File: config.mk
export PLATFORM = sky130hd
export DESIGN_NAME = stack_cmd_sequencer
export DESIGN_NICKNAME = d
export VERILOG_FILES = /design/src/rtl/stack_cmd_sequencer.sv
export SDC_FILE = /design/constraint.sdc
export NUM_CORES = 1
export LEC_CHECK = 0
export BUFFER_PORTS_ARGS = -buffer_cell sky130_fd_sc_hd__buf_4
export CELL_PAD_IN_SITES_DETAIL_PLACEMENT = 1
export CELL_PAD_IN_SITES_GLOBAL_PLACEMENT = 2
export CORE_UTILIZATION = 41
export DETAILED_ROUTE_END_ITERATION = 16
export HOLD_SLACK_MARGIN = 0.15
export PLACE_DENSITY_LB_ADDON = 0.1
export SLEW_MARGIN = 30
export SYNTH_ARGS = -nofsm -noshare
export SYNTH_HDL_FRONTEND = slang
export SYNTH_SLANG_ARGS = --single-unit
export TNS_END_PERCENT = 30
File: constraint.sdc
create_clock -name clk -period 2.85 [get_ports clk]
set_clock_uncertainty 0.2 [all_clocks]
set_input_delay 0.7125 -clock clk [delete_from_list [all_inputs] [get_ports clk]]
set_output_delay 0.7125 -clock clk [all_outputs]
set_load 0.05 [all_outputs]
File: src/rtl/stack_cmd_sequencer.sv
// ---------------------------------------------------------------------------
// stack_cmd_sequencer
//   Initiator for a stack engine's op/apply interface. Host commands are
//   buffered in a small FIFO and issued one at a time. Every command except
//   PUSH returns exactly one result. A shadow depth count stops the sequencer
//   from issuing a POP or ALU op on an empty stack, or a PUSH on a full one.
//
// Ports
//   clk, rst              clock (rising edge), asynchronous active-low reset
//   cmd_valid/cmd_ready   host command handshake (cmd_ready = FIFO not full)
//   cmd_op, cmd_data      opcode (101 PUSH, 000 POP, others ALU) and PUSH operand
//   op, in, apply         engine request; apply is a single-cycle pulse
//   tail, empty, valid    engine response, sampled ENG_LAT cycles after apply
//   res_valid/data/err    one-cycle result strobe, result value, error flag
//   depth                 shadow stack depth
//
// state  | meaning
// -------+-----------------------------------------------------------------
// IDLE   | wait for a FIFO entry; decide blocked/issue; raise apply
// ISSUE  | apply high; pop FIFO head; update shadow depth
// WAIT   | count engine latency, then sample the engine response
// REPORT | res_valid high for one cycle
// ---------------------------------------------------------------------------
module stack_cmd_sequencer #(
   parameter int W       = 8,
   parameter int FIFO_D  = 4,
   parameter int STK_D   = 8,
   parameter int ENG_LAT = 1
) (
   input  logic                       clk,
   input  logic                       rst,
   input  logic                       cmd_valid,
   output logic                       cmd_ready,
   input  logic [2:0]                 cmd_op,
   input  logic [W-1:0]               cmd_data,
   output logic [2:0]                 op,
   output logic [W-1:0]               in,
   output logic                       apply,
   input  logic [W-1:0]               tail,
   input  logic                       empty,
   input  logic                       valid,
   output logic                       res_valid,
   output logic [W-1:0]               res_data,
   output logic                       res_err,
   output logic [$clog2(STK_D+1)-1:0] depth
);

   localparam int AW = $clog2(FIFO_D);
   localparam int DW = $clog2(STK_D+1);
   localparam int LW = (ENG_LAT > 1) ? $clog2(ENG_LAT) : 1;

   localparam logic [2:0]    OP_PUSH   = 3'b101;
   localparam logic [2:0]    OP_POP    = 3'b000;
   localparam logic [DW-1:0] DEPTH_MAX = DW'(STK_D);

   typedef enum logic [1:0] {
      ST_IDLE   = 2'd0,
      ST_ISSUE  = 2'd1,
      ST_WAIT   = 2'd2,
      ST_REPORT = 2'd3
   } state_t;

   state_t           r_state;
   logic [W+2:0]     r_mem [FIFO_D];
   logic [AW:0]      r_wr_ptr;
   logic [AW:0]      r_rd_ptr;
   logic [2:0]       r_cur_op;
   logic             r_blocked;
   logic [LW-1:0]    r_lat_cnt;
   logic [2:0]       r_op;
   logic [W-1:0]     r_in;
   logic             r_apply;
   logic             r_res_valid;
   logic [W-1:0]     r_res_data;
   logic             r_res_err;
   logic [DW-1:0]    r_depth;

   logic             w_full;
   logic             w_empty;
   logic             w_push;
   logic             w_pop;
   logic [W+2:0]     w_head;
   logic [2:0]       w_head_op;
   logic [W-1:0]     w_head_data;
   logic             w_head_blocked;

   // Extra pointer bit: equal low bits with differing MSB means full.
   assign w_full    = (r_wr_ptr[AW] != r_rd_ptr[AW]) &&
                      (r_wr_ptr[AW-1:0] == r_rd_ptr[AW-1:0]);
   assign w_empty   = (r_wr_ptr == r_rd_ptr);
   assign w_push    = cmd_valid && !w_full;
   assign w_pop     = (r_state == ST_ISSUE);
   assign cmd_ready = !w_full;

   assign w_head      = r_mem[r_rd_ptr[AW-1:0]];
   assign w_head_op   = w_head[W+2:W];
   assign w_head_data = w_head[W-1:0];

   // POP and ALU ops both need at least one operand on the stack.
   assign w_head_blocked = (w_head_op == OP_PUSH) ? (r_depth == DEPTH_MAX)
                                                  : (r_depth == '0);

   always_ff @(posedge clk) begin
      if (w_push) begin
         r_mem[r_wr_ptr[AW-1:0]] <= {cmd_op, cmd_data};
      end
   end

   always_ff @(posedge clk or negedge rst) begin
      if (!rst) begin
         r_wr_ptr <= '0;
         r_rd_ptr <= '0;
      end else begin
         if (w_push) r_wr_ptr <= r_wr_ptr + 1'b1;
         if (w_pop)  r_rd_ptr <= r_rd_ptr + 1'b1;
      end
   end

   // The issue decision is taken in IDLE so that apply, op and in are
   // registered and apply is high exactly during the ISSUE cycle.
   always_ff @(posedge clk or negedge rst) begin
      if (!rst) begin
         r_state     <= ST_IDLE;
         r_cur_op    <= '0;
         r_blocked   <= 1'b0;
         r_lat_cnt   <= '0;
         r_op        <= '0;
         r_in        <= '0;
         r_apply     <= 1'b0;
         r_res_valid <= 1'b0;
         r_res_data  <= '0;
         r_res_err   <= 1'b0;
         r_depth     <= '0;
      end else begin
         r_apply     <= 1'b0;
         r_res_valid <= 1'b0;
         case (r_state)
            ST_IDLE: begin
               if (!w_empty) begin
                  r_state   <= ST_ISSUE;
                  r_cur_op  <= w_head_op;
                  r_blocked <= w_head_blocked;
                  if (!w_head_blocked) begin
                     r_apply <= 1'b1;
                     r_op    <= w_head_op;
                     if (w_head_op == OP_PUSH) r_in <= w_head_data;
                  end
               end
            end
            ST_ISSUE: begin
               if (r_blocked) begin
                  r_state     <= ST_REPORT;
                  r_res_valid <= 1'b1;
                  r_res_data  <= '0;
                  r_res_err   <= 1'b1;
               end else if (r_cur_op == OP_PUSH) begin
                  r_depth <= r_depth + DW'(1);
                  r_state <= ST_IDLE;
               end else begin
                  if (r_cur_op == OP_POP || r_depth >= DW'(2)) begin
                     r_depth <= r_depth - DW'(1);
                  end
                  r_lat_cnt <= LW'(ENG_LAT - 1);
                  r_state   <= ST_WAIT;
               end
            end
            ST_WAIT: begin
               if (r_lat_cnt == '0) begin
                  r_state     <= ST_REPORT;
                  r_res_valid <= 1'b1;
                  r_res_data  <= tail;
                  // Engine and shadow count disagree: trust the engine.
                  if (empty != (r_depth == '0)) begin
                     r_depth   <= '0;
                     r_res_err <= 1'b1;
                  end else begin
                     r_res_err <= !valid;
                  end
               end else begin
                  r_lat_cnt <= r_lat_cnt - LW'(1);
               end
            end
            ST_REPORT: begin
               r_state <= ST_IDLE;
            end
            default: r_state <= ST_IDLE;
         endcase
      end
   end

   assign op        = r_op;
   assign in        = r_in;
   assign apply     = r_apply;
   assign res_valid = r_res_valid;
   assign res_data  = r_res_data;
   assign res_err   = r_res_err;
   assign depth     = r_depth;

endmodule

# Word-level counts from Yosys, hierarchy flattened
# Memories as Yosys holds them, arrays and structs flattened.
# Cells that the tools add are included.
op_classes:
  n_addsub: 5
  magnitude_cmp: 1
  eq_ne: 17
  n_mux: 31
  n_bitwise: 2
  reduce_logical: 16
op_table:
  columns: ["cell", "n"]
  rows:
  - ["2-to-1 mux 4 bit", 5]
  - ["2-to-1 mux 8 bit", 2]
  - ["one-hot mux 8 bit (2 select lines)", 1]
  - ["2-to-1 mux 1 bit", 14]
  - ["inequality test 2 bit, second input constant", 6]
  - ["AND reduction 3 bit", 3]
  - ["2-to-1 mux 2 bit", 4]
  - ["one-hot mux 2 bit (4 select lines)", 1]
  - ["one-hot mux 4 bit (2 select lines)", 1]
  - ["adder 3 x 1 -> 3 bit, second input constant", 2]
  - ["== test 3 bit, second input constant", 2]
  - ["one-hot mux 1 bit (2 select lines)", 3]
  - ["AND reduction 5 bit", 1]
  - ["adder 4 x 1 -> 4 bit, second input constant", 1]
  - ["== test 2 bit, second input constant", 2]
  - ["== test 4 bit, second input constant", 1]
  - ["greater-or-equal comparator 4 x 2 -> 1 bit, second input constant", 1]
  - ["logical NOT 4 bit", 1]
  - ["AND reduction 2 bit", 2]
  - ["AND reduction 4 bit", 1]
  - ["subtractor 4 x 1 -> 4 bit, second input constant", 1]
  - ["== test 3 bit", 1]
  - ["logical NOT 3 bit", 1]
  - ["inequality test 3 x 1 -> 1 bit, second input constant", 1]
  - ["other kinds (10)", 14]
word_totals:
  regBits: 39
  ramBits: 44
  in_bits: 24
  elab_cells: 86
  memories: 1
memory_table:
  columns: ["memory", "words", "width", "rd", "rd_ports_with_merged_regs", "write_ports", "line_no", "text"]
  rows:
  - ["r_mem", 4, 11, 1, 0, 1, "64", "logic [W+2:0] r_mem [FIFO_D];"]

# Longest topological paths before layout
# Gate-level depths: netlist of run 1.
depth:
  depth_word: 6
  mapped_depth: 8

# Worst setup path before layout of run 1
# OpenSTA, ideal clock, no wires.
synth_timing:
  path_kind: "reg2reg"
  start: "register r_rd_ptr[0]"
  end: "register r_wr_ptr[2]"
  setup_time_ns: 0.145
  arrival_time_ns: 2.100
  required_time_ns: 2.505
  setup_slack_ns: 0.405
  stages_incl_launch_ff: 7
  path_buffers: 2
  cell_sequence: "dfrtp_1 buf_6 buf_8 xnor2_1 nand3b_1 and3_1 xor2_1"
synth_via:
  elab_chain_len: 4
synth_lines:
  columns: ["element", "line_no", "text"]
  rows:
  - ["from (decl)", "66", "logic [AW:0] r_rd_ptr;"]
  - ["from (signal assigned)", "115", "if (w_pop) r_rd_ptr <= r_rd_ptr + 1'b1;"]
  - ["== test 2 bit", "89", "(r_wr_ptr[AW-1:0] == r_rd_ptr[AW-1:0]);"]
  - ["logical AND 1 bit", "88", "assign w_full = (r_wr_ptr[AW] != r_rd_ptr[AW]) &&"]
  - ["logical NOT 1 bit", null, null]
  - ["named net cmd_ready", "33", "output logic cmd_ready,"]
  - ["logical AND 1 bit", "91", "assign w_push = cmd_valid && !w_full;"]
  - ["to (signal assigned)", "114", "if (w_push) r_wr_ptr <= r_wr_ptr + 1'b1;"]
  - ["to (decl)", "65", "logic [AW:0] r_wr_ptr;"]
# The timed path passes the listed nets, and every way through them passes these cells.
# A chain may end at the register's enable or synchronous reset.

# Worst setup path after layout of run 1
layout_timing:
  start: "register r_rd_ptr[1]"
  end: "output port cmd_ready"
layout_via:
  elab_chain_len: 3
layout_lines:
  columns: ["element", "line_no", "text"]
  rows:
  - ["== test 2 bit", "89", null]
  - ["logical AND 1 bit", "88", null]
  - ["logical NOT 1 bit", "93", "assign cmd_ready = !w_full;"]
  - ["to (decl)", "33", null]
# Every way passes these cells.

==> results of run 1 <==
layer usage:
layer / up-vias / wire length (um) / track usage [%]
li1: 930 / - / -
met1: 1014 / 3111 / 21.94
met2: 38 / 3421 / 27.34
met3: 9 / 219 / 3.945
met4: 0 / 103 / 6.818
met5: - / 0 / 0
synthesized netlist by cell type (4+ instances only):
cell      count  area (sq um)
o21ai_0       4         20.02
xnor2_1       7         61.31
dfrtp_1      38         950.9
inv_1        11         41.29
mux2_2        9         101.4
nand2_1       5         18.77
mux4_2        6         135.1
and3_1        5         31.28
edfxtp_1     44          1321
nor2_1        6         22.52
ha_1         11         137.6
a21oi_1       8         40.04
xor2_1        4         35.03
a22o_1        8         70.07
nor2b_1       4         25.02
mux4_1        5         131.4
mux2_4        6         90.09
cell type report:
| type | instances | area (sq um) |
|---|---|---|
| sequential | 82 | 2272 |
| tap | 105 | 131.4 |
| clock inverter | 7 | 123.9 |
| timing repair buffer | 60 | 452.9 |
| multi-input combinational | 115 | 1169 |
| fill | 840 | 3944 |
| inverter | 11 | 41.29 |
| clock buffer | 9 | 123.9 |
state kept, by name, summed over array words and instances (netlist names), named ones only:
register / flops
apply: 1
depth: 4
in: 8
op: 3
r_blocked: 1
r_cur_op: 3
r_mem: 44
r_rd_ptr: 3
r_state: 1
r_wr_ptr: 3
res_data: 8
res_err: 1
res_valid: 1
stage by stage:
stage	util, %	setup WS (ns)	instance area (sq um)	power (mW)
4_1_cts	52.15	0.09153	4307	5.648
3_3_place_gp	49.03	0.4395	4049	4.558
5_1_grt	52.24	0.04762	4314	5.945
2_1_floorplan	-	0.4050	3533	3.870
6_report	52.24	0.1524	4314	5.581
3_5_place_dp	49.03	0.4327	4049	4.591
worst reg2reg max path: stages, from the launching register on:
cell      delay [ns]
dfrtp_1         0.74
mux4_2          0.47
nor2b_4         0.15
and4bb_4        0.41
mux2_2          0.38
path summary, 6_finish.rpt:
kind                                         startpoint              endpoint  slack, ns
worst max-delay path            r_rd_ptr[1]$_DFFE_PN0P_             cmd_ready       0.15
worst min-delay path                res_err$_DFFE_PN0P_   res_err$_DFFE_PN0P_       0.28
worst max register to register  r_rd_ptr[1]$_DFFE_PN0P_     in[7]$_DFFE_PN0P_       0.39
worst min register to register      res_err$_DFFE_PN0P_   res_err$_DFFE_PN0P_       0.28
max in group asynchronous                           rst     in[2]$_DFFE_PN0P_       1.42
min in group asynchronous                           rst  depth[0]$_DFFE_PN0P_       0.67
where the power goes:
part           leakage [nW]  switching (mW)  internal [mW]
Sequential            0.867           0.306           1.67
Combinational         0.818            1.48           1.10
Clock                 0.126           0.436          0.591
repair_timing:
item                                    in CTS  in global routing
endpoints found under the setup margin       0                  1
endpoints found under the hold margin       23                  0
hold buffers                                 1                  0
gates resized for setup                      0                  1
cells by family after synthesis:
kind of cell	count (synthesis)
DFF	82
AOI/OAI and AO/OA	32
and+or+nand+nor	32
muxes	28
buffers and inverters	17
adders and majority gates	12
xor gates and xnor gates	11
==> flow_summary.ini, run 1 <==
[worst_setup_path]
critical_path_class = flop to output pin
cp_num_cells = 3
worstPathArrival_ns = 1.79
cp_cell_sequence = xnor2_2, nand3b_1, buf_4
path_buf_inv = 1
worstPathMaxFanout = 14
r2r_cells = 4
start_kind = flop
cpMaxStageDelayCell = dfrtp_1
cp_top_family = flip-flops
critPathMaxStageDelay_ns = 0.74
cp_data_required_time_ns = 1.94
end_kind = output pin

[detailed_routing]
first_iter_violations = 39
wl_per_cell_um = 17.62
drc = 0
viasPerCell = 5.118
first_pass_iters = 3
drt_wl_total_mm = 6.855
dr_total_vias = 1991
ant_nets = 0

[hold_path]
hp-class = flop to flop
holdPathStages = 1

[place]
port_buffers = 50
dp.cells = 372
gp_congestion = 0.6932
dp_hpwl_mm = 4.707

[logic_synthesis]
synth_top_family_by_area = multiplexers
synth-simple-area-share_pct = 5.418
yosysUniqueCellTypes = 42
synthMuxAreaShare_pct = 13.53
synthCells = 214
syn_area_per_cell_sq_um = 16.51
synth_nets = 250
synth_flop_cell = edfxtp_1
yosys_register_bits = 82
ys_seq_area_share_pct = 64.31
synth_compound_area_share_pct = 6.728
synth_xor_area_share_pct = 2.727
synthAdderAreaFrac_pct = 4.462
syn_area_sq_um = 3533
synth_edf_count = 44
async_flop_share_pct = 46.34
yosysWarnings = 0

[clocking]
postCtsSetupBuffers = 0
cts_root_buf = clkbuf_8
clock_sinks = 82
clkTransAtPathRegs_ns = 0.09
htreeDepth = 3
ctsLongestPathBuffers = 2
cts_tree = yes
cts_buffers = 9
clock_latency_ns = 0.35

[floorplanning]
start_util_pct = 42.79
dieHeight_um = 94.84
row_count = 33
die_area_sq_um = 8994
io_pins = 51
core_sq_um = 8258
die_width_um = 94.84

[cells_and_area]
drive_gt1_share_pct = 35.92
syn_to_final_growth_pct = 22.10
layout_common_cells = buf_4 (59), edfxtp_1 (44), dfrtp_1 (38)
antenna_cells = 0
final_common_cell = buf_4
finalNonFillerCells = 389
nets = 315

[grt]
antenna_found_initial = 0
grt_use_total_pct = 16.91
grt_pass1_vias = 2109
grt-ovfl-total = 0
grt_max_degree = 39
grt_pass1_wl_mm = 11.02

[timing]
final_hold_viol_count = 0
fin_crit_ns = 2.698
drv_slew = 0
final.setup.tns_ns = 0
rsz0062_at_grt = no
tightest_slew_ns = 0.9012
period_share_pct = 94.65
finalSetupViolations = 0
relSlewSlack_pct = 39.92
timing.fmax_mhz = 370.7
holdWs_ns = 0.2834

[flow_run]
drv_cap = 0

[power_and_ir_drop]
p_per_area_nw_per_um2 = 1294
ir_drop_uv = 431.5
leakage_nw = 1.811

[outcome]
status = finished clean
(Power assumes the default switching activity.)
==> run 2, diff against run 1 <==
PLACE_DENSITY = 0.81   (was not set)
PLACE_DENSITY_LB_ADDON = not set   (was 0.1)
==> run 2 against run 1 <==
Final cell count down 0.26%. Fmax increased by 2.0%. Global-route usage shrank 0.19 points. Critical path type unchanged. Largest cell class unchanged. Largest power group unchanged. Highest routed layer unchanged.
==> flow_summary.ini, run 2 (synthesis results as in run 1) <==
[timing]
relSlewSlack_pct = 47.32
drv_slew = 0
tightest_slew_ns = 0.7902
final.setup.tns_ns = 0
finalSetupViolations = 0
fin_crit_ns = 2.644
holdWs_ns = 0.2862
final_hold_viol_count = 0
period_share_pct = 92.77
timing.fmax_mhz = 378.2
rsz0062_at_grt = no

[grt]
grt-ovfl-total = 0
antenna_found_initial = 0
grt_pass1_vias = 2094
grt_pass1_wl_mm = 10.83
grt_max_degree = 39
grt_use_total_pct = 16.72

[place]
gp_congestion = 0.7205
dp_hpwl_mm = 4.629
dp.cells = 371
port_buffers = 50

[power_and_ir_drop]
ir_drop_uv = 508.8
p_per_area_nw_per_um2 = 1264
p_total_mw = 5.375
leakage_nw = 1.772

[floorplanning]
io_pins = 51
core_sq_um = 8258
dieHeight_um = 94.84
die_area_sq_um = 8994
start_util_pct = 42.79
die_width_um = 94.84
row_count = 33

[detailed_routing]
dr_total_vias = 1977
wl_per_cell_um = 17.21
viasPerCell = 5.095
drt_wl_total_mm = 6.678
ant_nets = 0
first_pass_iters = 4
drc = 0
first_iter_violations = 39

[worst_setup_path]
cp_data_required_time_ns = 1.94
cp_cell_sequence = buf_4, xnor2_1, nand3b_1, buf_4
worstPathArrival_ns = 1.73
critPathMaxStageDelay_ns = 0.41
critical_path_class = flop to output pin
cpMostUsedCell = buf_4
start_kind = flop
cpMaxStageDelayCell = dfrtp_1
end_kind = output pin
worstPathMaxFanout = 8

[clocking]
cts_buffers = 9
clkTransAtPathRegs_ns = 0.08
htreeDepth = 3
post_cts_resized = 0
postCtsSetupBuffers = 0
clock_latency_ns = 0.35
cts_root_buf = clkbuf_8
ctsLongestPathBuffers = 2
cts_tree = yes
clock_sinks = 82

[cells_and_area]
layout_common_cells = buf_4 (58), edfxtp_1 (44), dfrtp_1 (38)
largest_register_ffs = 44
antenna_cells = 0
nets = 314
final_common_cell = buf_4
finalNonFillerCells = 388
drive_gt1_share_pct = 34.98
syn_to_final_growth_pct = 20.33

[outcome]
status = finished clean

[flow_run]
drv_cap = 0

[hold_path]
hp-class = flop to flop
==> run 2: area by class of cell <==
type                       instances  area [sq um]
fill                             815          4006
clock buffer                       9         123.9
multi-input combinational        115          1161
inverter                          11         41.29
timing repair buffer              59         445.4
clock inverter                     7         76.32
sequential                        82          2272
tap                              105         131.4
==> run 2: path summary, 6_finish.rpt <==
path | start | endpoint | slack, ns | depth (start not counted)
worst min-delay path | res_err$_DFFE_PN0P_ | res_err$_DFFE_PN0P_ | 0.29 | 1
max in group asynchronous | rst | res_data[6]$_DFFE_PN0P_ | 1.43 | 2
worst max-delay path | r_rd_ptr[0]$_DFFE_PN0P_ | cmd_ready | 0.21 | 4
worst min register to register | res_err$_DFFE_PN0P_ | res_err$_DFFE_PN0P_ | 0.29 | 1
worst max register to register | r_rd_ptr[0]$_DFFE_PN0P_ | in[7]$_DFFE_PN0P_ | 0.58 | 5
min in group asynchronous | rst | depth[1]$_DFFE_PN0P_ | 0.67 | 2
==> run 2: stage by stage <==
step	worst slack (ns)	instance area (sq um)	util, %
after global placement	0.6201	4041	48.94
after CTS	0.1748	4252	51.48
after floorplan	0.4050	3533	-
after detailed placement	0.5746	4041	48.94
after global routing	0.03612	4252	51.48
final	0.2061	4252	51.48
==> run 2: power by group <==
group / internal [mW] / total [mW] / switching [mW]
clock: 0.411 / 0.845 / 0.434
sequential: 1.67 / 1.94 / 0.266
combinational: 1.09 / 2.59 / 1.51
total: 3.17 / 5.37 / 2.21
==> run 2: critical path: cells and delay by family (launching register included) <==
family                    cells  cell delay (ns)
xor gates and xnor gates      1             0.33
DFF                           1             0.41
buffers and inverters         2             0.43
and+or+nand+nor               1             0.21
==> run 2: repair_timing <==
action                                 4_1_cts  5_1_grt
endpoints found under the hold margin       38        0
setup endpoints to repair                    0        0
hold buffers                                 1        0
==> run 2: metal layers <==
metal  vias to the layer above  global-route usage, %  part of all wire [%]
li1                        939                      -                     -
met1                       992                  19.28                    42
met2                        38                  29.08                    52
met3                         8                  5.556                   4.4
met4                         0                  5.682                   1.1
met5                         -                      0                     0
